File: src/rtl/fpu_ss_fpr_wb_arbiter.sv
// Arbitrates the single FPR write port between the FPU result path and the cmem load path, each with a 1-entry slot.
// Latency: a captured result is written one cycle after capture at the earliest; fpr_we_o depends only on registered slot state, wb_block_i and reset.
// Backpressure: *_ready_o drops while that slot is full and not draining; wb_block_i stalls all writes and holds every slot and the grant state.
module fpu_ss_fpr_wb_arbiter #(
    parameter int ADDR_WIDTH = 5,
    parameter int DATA_WIDTH = 32
) (
    input  logic                  clk_i,
    input  logic                  rst_ni,
    input  logic                  fpu_valid_i,
    output logic                  fpu_ready_o,
    input  logic [ADDR_WIDTH-1:0] fpu_addr_i,
    input  logic [DATA_WIDTH-1:0] fpu_data_i,
    input  logic                  mem_valid_i,
    output logic                  mem_ready_o,
    input  logic [ADDR_WIDTH-1:0] mem_addr_i,
    input  logic [DATA_WIDTH-1:0] mem_data_i,
    input  logic                  wb_block_i,
    output logic                  fpr_we_o,
    output logic [ADDR_WIDTH-1:0] fpr_waddr_o,
    output logic [DATA_WIDTH-1:0] fpr_wdata_o,
    output logic                  busy_o
);

    typedef enum logic [1:0] {
        SRC_NONE = 2'd0,
        SRC_FPU  = 2'd1,
        SRC_MEM  = 2'd2
    } src_e;

    logic                  fpu_full_q, fpu_full_d;
    logic [ADDR_WIDTH-1:0] fpu_addr_q, fpu_addr_d;
    logic [DATA_WIDTH-1:0] fpu_data_q, fpu_data_d;
    logic                  mem_full_q, mem_full_d;
    logic [ADDR_WIDTH-1:0] mem_addr_q, mem_addr_d;
    logic [DATA_WIDTH-1:0] mem_data_q, mem_data_d;
    src_e                  older_q, older_d;
    src_e                  last_grant_q, last_grant_d;

    logic gnt_fpu, gnt_mem, wr_en, fpu_wr, mem_wr, fpu_cap, mem_cap;

    // Grant selection from registered state only: single occupant, else older slot, else round-robin.
    always_comb begin
        gnt_fpu = fpu_full_q & (~mem_full_q
                                | (older_q == SRC_FPU)
                                | ((older_q == SRC_NONE) & (last_grant_q == SRC_MEM)));
        gnt_mem = mem_full_q & ~gnt_fpu;
        // Gating with rst_ni keeps a reset beat from leaking a write out of a slot being discarded.
        wr_en   = (fpu_full_q | mem_full_q) & ~wb_block_i & rst_ni;
        fpu_wr  = gnt_fpu & wr_en;
        mem_wr  = gnt_mem & wr_en;
        fpu_ready_o = ~fpu_full_q | fpu_wr;
        mem_ready_o = ~mem_full_q | mem_wr;
        fpu_cap = fpu_valid_i & fpu_ready_o;
        mem_cap = mem_valid_i & mem_ready_o;
        fpr_we_o    = wr_en;
        fpr_waddr_o = '0;
        fpr_wdata_o = '0;
        if (fpu_wr) begin
            fpr_waddr_o = fpu_addr_q;
            fpr_wdata_o = fpu_data_q;
        end else if (mem_wr) begin
            fpr_waddr_o = mem_addr_q;
            fpr_wdata_o = mem_data_q;
        end
        busy_o = fpu_full_q | mem_full_q;
    end

    // Next slot contents, age order and round-robin pointer.
    always_comb begin
        fpu_full_d   = fpu_cap | (fpu_full_q & ~fpu_wr);
        fpu_addr_d   = fpu_cap ? fpu_addr_i : fpu_addr_q;
        fpu_data_d   = fpu_cap ? fpu_data_i : fpu_data_q;
        mem_full_d   = mem_cap | (mem_full_q & ~mem_wr);
        mem_addr_d   = mem_cap ? mem_addr_i : mem_addr_q;
        mem_data_d   = mem_cap ? mem_data_i : mem_data_q;
        last_grant_d = last_grant_q;
        if (fpu_wr) begin
            last_grant_d = SRC_FPU;
        end else if (mem_wr) begin
            last_grant_d = SRC_MEM;
        end
        // A slot filled this cycle is younger than one that stayed full; simultaneous fills tie.
        older_d = older_q;
        if (!(fpu_full_d && mem_full_d)) begin
            older_d = SRC_NONE;
        end else if (fpu_cap && mem_cap) begin
            older_d = SRC_NONE;
        end else if (fpu_cap) begin
            older_d = SRC_MEM;
        end else if (mem_cap) begin
            older_d = SRC_FPU;
        end
    end

    // State registers with synchronous active-low reset; reset discards slot contents.
    always_ff @(posedge clk_i) begin
        if (!rst_ni) begin
            fpu_full_q   <= 1'b0;
            fpu_addr_q   <= '0;
            fpu_data_q   <= '0;
            mem_full_q   <= 1'b0;
            mem_addr_q   <= '0;
            mem_data_q   <= '0;
            older_q      <= SRC_NONE;
            last_grant_q <= SRC_MEM;
        end else begin
            fpu_full_q   <= fpu_full_d;
            fpu_addr_q   <= fpu_addr_d;
            fpu_data_q   <= fpu_data_d;
            mem_full_q   <= mem_full_d;
            mem_addr_q   <= mem_addr_d;
            mem_data_q   <= mem_data_d;
            older_q      <= older_d;
            last_grant_q <= last_grant_d;
        end
    end

endmodule

File: config.mk
export PLATFORM = sky130hd
export DESIGN_NAME = fpu_ss_fpr_wb_arbiter
export DESIGN_NICKNAME = d
export VERILOG_FILES = /design/src/rtl/fpu_ss_fpr_wb_arbiter.sv
export SDC_FILE = /design/constraint.sdc
export NUM_CORES = 1
export LEC_CHECK = 0
export BUFFER_PORTS_ARGS = -buffer_cell sky130_fd_sc_hd__buf_2
export CORE_UTILIZATION = 54
export CTS_CLUSTER_DIAMETER = 100
export DETAILED_ROUTE_END_ITERATION = 8
export GPL_TIMING_DRIVEN = 0
export PLACE_DENSITY = 0.89
export SLEW_MARGIN = 20
export SYNTH_ARGS = -nofsm -noshare
export SYNTH_HDL_FRONTEND = slang
export SYNTH_SLANG_ARGS = --single-unit
File: constraint.sdc
create_clock -name clk_i -period 4.8 [get_ports clk_i]
set_input_delay 0.72 -clock clk_i [delete_from_list [all_inputs] [get_ports clk_i]]
set_output_delay 0.72 -clock clk_i [all_outputs]
set_load 0.02 [all_outputs]
Yosys cells after proc, flatten, opt, wreduce, memory -nomap -nowiden --
Index checks and enable logic that the tools add are counted. W data, S select, Z words.
Storage, ports and cells: register bits after elaboration 80, bits of input ports 79, output and inout port bits 41, word-level logic and storage cells 52
Operators by class: eq/ne operators 2, muxes and demuxes 8, bitwise logic cells 26, reductions and logical operators 7
Operator list (count):
- $mux W32 | 2
- $and A1 B1 Y1 | 11
- $mux W5 | 2
- $mux W2 | 4
- $not A1 Y1 | 8
- $or A1 B1 Y1 | 7
- $reduce_bool A2 Y1 | 2
- $reduce_or A4 Y1 | 1
- $reduce_or A3 Y1 | 1
- $eq A2 B1 Y1 const B | 1
- $eq A2 B2 Y1 const B | 1
- $logic_and A1 B1 Y1 | 2
- $logic_not A2 Y1 | 1

Depth between registers and ports, before layout --
Gate-level depths: netlist of the first run.
word-level depth 13, gate-level depth with buffers 8

Worst setup path before layout of the first run --
Ideal clock, no wire load.
path type input port to output port, start point input rst_ni, end point output fpr_wdata_o[10], data arrival time 1.885 ns, data required time 4.080 ns, setup slack 2.195 ns, stages on the path 6, path buffers 3, path through buf_2 -> nor2b_1 -> o2111a_1 -> buf_6 -> clkbuf_1 -> a22o_1
On the way: longest elaborated chain between the ends 4, elaborated cells on any way between the ends 5, those cells by class mux (2); bitwise (3)
Ends and longest elaborated chain:
- start: declaration | RTL line 9 | input logic rst_ni,
- $and A1 B1 Y1 * | RTL line 49 | wr_en = (fpu_full_q | mem_full_q) & ~wb_block_i & rst_ni;
- $and A1 B1 Y1 | RTL line 51 | mem_wr = gnt_mem & wr_en;
- $mux W32 | RTL line 62 | end else if (mem_wr) begin
- $mux W32 * | RTL line 59 | if (fpu_wr) begin
- end: declaration | RTL line 21 | output logic [DATA_WIDTH-1:0] fpr_wdata_o,
Mark *: on every way between the ends. The rest lies on a longest branch, timed or not.

Worst setup path after layout of the first run --
start point input rst_ni, end point output fpr_wdata_o[14]
Same word-level chain as after synthesis.

==> results of run 1 <==
critical path: stages:
cell and delay, ns:
buf_2 0.08, buf_2 0.23, nor2b_1 0.25, o2111a_1 0.24
buf_6 0.12, clkbuf_1 0.41, a22o_1 0.24, buf_2 0.16
state kept, by name (all words and copies together) (netlist names):
register      cells
fpu_addr_q        5
mem_data_q       32
mem_full_q        1
older_q           2
fpu_full_q        1
mem_addr_q        5
last_grant_q      2
fpu_data_q       32
cell usage in the layout, fill, tap and decap left out, drive strengths merged, types with 3 or more instances in the layout:
master / count
nand2: 152
buf: 134
dfxtp: 80
mux2i: 74
a22o: 37
clkbuf: 30
nand2b: 4
o21ai: 4
nor2: 4
bufinv: 4
o21a: 3
cells by family after synthesis:
group           Yosys count  synth area share
compound gates           51             0.116
buf+inv                  37            0.0576
flops                    80             0.439
mux                      74             0.203
simple gates            168             0.185
power by group:
part	leakage [µW]	switching, µW	internal [µW]
registers	0.000658	27.0	712
logic	0.00143	127	103
clock network	0.000133	251	411
total	0.00222	405	1230
metrics by stage:
stage / hold WS [ns] / instances / util / cell area [µm²]
after floorplan: 0.434 / 410 / - / 3650
after global placement: 0.442 / 606 / 0.676 / 4340
after detailed placement: 0.448 / 606 / 0.676 / 4340
after CTS: 0.461 / 621 / 0.717 / 4610
after global routing: 0.479 / 621 / 0.717 / 4610
final: 0.459 / 621 / 0.717 / 4610
layer usage:
metal,track usage,share of wire,vias to the layer above
li1,-,-,1640
met1,0.334,0.42,1593
met2,0.498,0.52,114
met3,0.0393,0.046,12
met4,0.116,0.014,0
met5,0,0,-
cell type report:
type | instances | area share
multi-input cells | 293 | 0.399
flip-flops and latches | 80 | 0.348
repair buffers | 119 | 0.129
plain buffers | 35 | 0.0440
clock buffers | 10 | 0.0299
clock inverters | 5 | 0.0280
well taps | 77 | 0.0209
inverters | 2 | 0.00163
path summary, 6_finish.rpt:
check / to / depth (start not counted)
setup / recovery: fpr_wdata_o[14] / 8
hold reg to reg: mem_data_q[4]$_SDFFE_PN0P_ / 2
hold / removal: mem_data_q[4]$_SDFFE_PN0P_ / 2
setup reg to reg: mem_data_q[17]$_SDFFE_PN0P_ / 7
==> run_results.csv, run 1 <==
group,metric,value,unit
worst_setup_path,crit_path_end_kind,"primary output",
min_path,min_from,"mem_data_q[4]$_SDFFE_PN0P_",
floorplan,die_h,84.2,µm
cts,clock_latency,0.36,ns
final_layout,finalNetCount,619,
global_route,track_usage,0.278,
power_and_ir_drop,powerDensity,354,nW/µm²
place,place_hpwl,6600,µm
final_layout,num-fill-cells,506,
synthesis,ys_ff_latch,80,
worst_setup_path,crit_type,"input port to primary output",
global_route,antenna_found_initial,0,
synthesis,dominantRegCellSynth,"dfxtp_1",
drt,routedWlPerCell,15.3,µm
final_layout,drive_gt1_frac,0.278,
synthesis,ys_seq_area_frac,0.439,
cts,clkSinkCount,80,
cts,cts-root-buf,"clkbuf_8",
drt,firstDrtPassIters,7,
global_route,grt_max_degree,14,
synthesis,syn_inst,410,
sta,finalHoldViolCount,0,
final_layout,antenna_cells,0,
synthesis,async_flop_share,0,
outcome,violations,"DRC",
power_and_ir_drop,vdd_ir_drop_max,0.190,mV
synthesis,synth_top_area_share,0.439,
sta,relSlewSlack,0.638,
floorplan,ios,120,
synthesis,synth.distinct_cells,27,
synthesis,synth_warnings,0,
worst_setup_path,r2r_start,"fpu_full_q$_SDFF_PN0_",
place,port_buffers,119,
outcome,status,"complete, but fails checks",
synthesis,yosysMostFrequentCell,"nand2_1",
sta,fin_crit_sh,0.666,
synthesis,avgSynthCellArea,8.90,µm²
sta,fmax,0.313,GHz
cts,cts_setup_buffers,0,
global_route,grt_overflow,0,
drt,routed_wirelength,9520,µm
sta,drv_slew,0,
global_route,grt_pass1_wl,15600,µm
floorplan,rows,29,
min_path,hp-class,"register to register",
sta,fin_tns_setup,0,ns
synthesis,syn_area,3650,µm²
synthesis,synth_area_leader_cell,"dfxtp_1",
final_layout,regArea,1600,µm²
worst_setup_path,crit_fanout,10,
cts,clk_pin_slew,0.08,ns
final_layout,syn2layout_area_growth,26.3,%
drt,drt-initial-drc-count,170,
sta,finClkSkew,0.0107,ns
cts,hold_buffers,0,
synthesis,synth_common_cells,"nand2_1, dfxtp_1, mux2i_1",
floorplan,die-width,84.2,µm
cts,cts_tree,"built",
worst_setup_path,r2r_slack,2.92,ns
final_layout,multi_input_area,1840,µm²
worst_setup_path,start_kind,"input port",
floorplan,die_area,7090,µm²
cts,htree_levels,3,
drt,via_per_inst,5.41,
sta,setup_viol,0,
run,cap_violations,0,
sta,rsz0062_at_grt,"false",
power_and_ir_drop,leakage,0.00222,µW
sta,fin_ws,1.60,ns
place,post-place-ws,1.64,ns
sta,worstMarginPinSlew,0.542,ns
worst_setup_path,cp.required,4.08,ns
worst_setup_path,startpoint,"rst_ni",
cts,cts_made_buffers,9,
synthesis,synth_fp_nets,489,
drt,ant_nets,0,
floorplan,coreArea,6420,µm²
drt,drcViolationCount,8,
cts,cts_resized,0,
floorplan,start_util,0.568,
drt,vias,3359,
synthesis,synth_area_leaders,"dfxtp_1, mux2i_1, nand2_1",
sta,layout_min_cycle_time,3.20,ns
global_route,grt_pass1_vias,3364,
cts,cts.path.max_buffers,2,
place,finalWeightedCongestion,0.831,
power_and_ir_drop,total_power,1630,µW
synthesis,synth-edff-count,0,
worst_setup_path,critPathArrivalTime,2.48,ns
Power figures use the tool's default switching activity.
==> run 2, diff against run 1 <==
--- a/config.mk
+++ b/config.mk
@@ -6,11 +6,11 @@
 export NUM_CORES = 1
 export LEC_CHECK = 0
 export BUFFER_PORTS_ARGS = -buffer_cell sky130_fd_sc_hd__buf_2
-export CORE_UTILIZATION = 54
+export CORE_UTILIZATION = 50
 export CTS_CLUSTER_DIAMETER = 100
 export DETAILED_ROUTE_END_ITERATION = 8
 export GPL_TIMING_DRIVEN = 0
-export PLACE_DENSITY = 0.89
+export PLACE_DENSITY = 0.84
 export SLEW_MARGIN = 20
 export SYNTH_ARGS = -nofsm -noshare
 export SYNTH_HDL_FRONTEND = slang
==> constraint.sdc (replaced) <==
create_clock -name clk_i -period 3 [get_ports clk_i]
set_input_delay 0.45 -clock clk_i [delete_from_list [all_inputs] [get_ports clk_i]]
set_output_delay 0.45 -clock clk_i [all_outputs]
set_load 0.02 [all_outputs]
==> run 2 against run 1 <==
The run now ends clean. Total power is 43% higher. Utilization is 5.7 points lower. Via count is 2.9% lower. Sequential power grew 60%. Wire length down 3.6%. First-iteration DRC count decreased by 48%. Count of clock-buffer cells in the layout stayed put. Global-route usage is 2.8 points lower. Clock power increased by 19%. Worst setup slack got worse by 1.3 ns. Flip-flop and latch count is the same.
==> run_results.csv, run 2 (synthesis gave the netlist of run 1 again) <==
group,metric,value,unit
power_and_ir_drop,powerDensity,512,nW/µm²
cts,htree_levels,3,
global_route,grt.met2_usage,0.423,
floorplan,rows,30,
floorplan,start_util,0.528,
drt,via_per_inst,5.09,
drt,ant_nets,0,
place,port_buffers,119,
worst_setup_path,critPathArrivalTime,2.28,ns
power_and_ir_drop,vdd_ir_drop_max,0.230,mV
global_route,antenna_found_initial,0,
sta,relSlewSlack,0.626,
final_layout,syn2layout_area_growth,25.0,%
cts,cts_resized,0,
cts,clk_pin_slew,0.08,ns
final_layout,mostFrequentLayoutCell,"nand2_1",
drt,vias,3262,
worst_setup_path,cp.required,2.55,ns
worst_setup_path,r2r_slack,1.22,ns
global_route,grtUsageMet1,0.310,
floorplan,coreArea,6910,µm²
worst_setup_path,crit_fanout,10,
sta,fin_crit_sh,0.910,
outcome,status,"finished clean",
drt,drt-initial-drc-count,88,
sta,worstMarginPinSlew,0.561,ns
cts,cts-root-buf,"clkbuf_8",
cts,cts_made_buffers,9,
final_layout,mostFrequentLayoutCells,"nand2_1, buf_2, dfxtp_1",
final_layout,top_regs,"fpu_data_q (32), mem_data_q (32)",
place,placedCellCount,625,
drt,routed_wirelength,9180,µm
global_route,grt_pass1_wl,14500,µm
floorplan,die_area,7640,µm²
cts,cts_setup_buffers,0,
global_route,grt_overflow,0,
worst_setup_path,rr_endpoint,"mem_data_q[21]$_SDFFE_PN0P_",
cts,cts.path.max_buffers,2,
run,cap_violations,0,
sta,fmax,0.366,GHz
final_layout,finalNetCount,619,
power_and_ir_drop,total_power,2340,µW
sta,layout_min_cycle_time,2.73,ns
min_path,hold_depth,3,
sta,finalHoldViolCount,0,
global_route,grt_max_degree,14,
drt,firstDrtPassIters,4,
final_layout,antenna_cells,0,
sta,setup_viol,0,
worst_setup_path,start_kind,"register",
cts,clock_latency,0.36,ns
worst_setup_path,r2r_start,"older_q[1]$_SDFFE_PP0P_",
global_route,grt_pass1_vias,3138,
sta,finClkSkew,0.00913,ns
drt,routedWlPerCell,14.3,µm
worst_setup_path,startpoint,"older_q[1]$_SDFFE_PP0P_",
cts,hold_buffers,0,
place,finalWeightedCongestion,0.747,
sta,fin_hold_ws,0.332,ns
worst_setup_path,crit_type,"register to primary output",
floorplan,die_h,87.4,µm
global_route,grt.met3_usage,0.0389,
worst_setup_path,crit_path_end_kind,"primary output",
sta,rsz0062_at_grt,"false",
cts,cts_tree,"built",
sta,fin_tns_setup,0,ns
place,place_hpwl,6610,µm
final_layout,drive_gt1_frac,0.279,
floorplan,ios,120,
worst_setup_path,cp-endpoint,"fpr_wdata_o[25]",
global_route,busiest_layer,"met2",
global_route,track_usage,0.249,
worst_setup_path,worst_r2r_path_depth,7,
sta,drv_slew,0,
final_layout,layout.cells.non_filler,641,
cts,clkSinkCount,80,
power_and_ir_drop,leakage,0.00220,µW
drt,drcViolationCount,0,
min_path,hp-class,"input port to register",
floorplan,die-width,87.4,µm
[run 2: cell count changes in the layout (fill, tap and decap cells not counted), sizes merged]
cell	change
clkinv	+4
bufinv	-3
[run 2: critical path, cell delays in order, from the launching register on]
cell     delay (ns)
dfxtp_1        0.37
and2b_1        0.22
o21a_1         0.18
nor3b_4        0.48
buf_2          0.33
a22o_1         0.18
buf_2          0.16
[run 2: area by class of cell]
type,count,area [µm²]
fill,617,2350
multi-input combinational,293,1840
sequential,80,1600
timing repair buffer,119,596
buffer,35,203
clock buffer,10,138
tap,96,120
clock inverter,6,58.8
inverter,2,7.51
[run 2: report_power, final]
group	leakage [µW]	total, µW	switching (µW)	internal (µW)
registers	0.000658	1180	40.7	1140
logic	0.00143	365	200	165
clock network	0.000106	791	389	403
total	0.00220	2340	629	1710
[run 2: worst min-delay path by stage]
stage | startpoint | to | slack [ns]
6_report | mem_data_i[15] | mem_data_q[15]$_SDFFE_PN0P_ | 0.33
5_1_grt | mem_data_i[17] | mem_data_q[17]$_SDFFE_PN0P_ | 0.33
4_1_cts | mem_data_i[15] | mem_data_q[15]$_SDFFE_PN0P_ | 0.33
3_5_place_dp | mem_data_q[3]$_SDFFE_PN0P_ | mem_data_q[3]$_SDFFE_PN0P_ | 0.45
3_3_place_gp | last_grant_q[1]$_SDFFE_PN1P_ | last_grant_q[1]$_SDFFE_PN1P_ | 0.44
2_1_floorplan | mem_addr_q[0]$_SDFFE_PN0P_ | mem_addr_q[0]$_SDFFE_PN0P_ | 0.43
[run 2: through the flow]
stage	util	setup WS (ns)	cell area (µm²)
after global placement	0.632	0.426	4360
after CTS	0.660	0.248	4560
after global routing	0.660	0.134	4560
final	0.660	0.269	4560
after floorplan	-	0.935	3650
after detailed placement	0.632	0.415	4360
[run 2: layer usage]
layer  routed length [µm]  up-vias
met5                    0        -
met4                  212        0
met3                  420       22
met2                 4540      100
met1                 4010     1503
li1                     -     1637
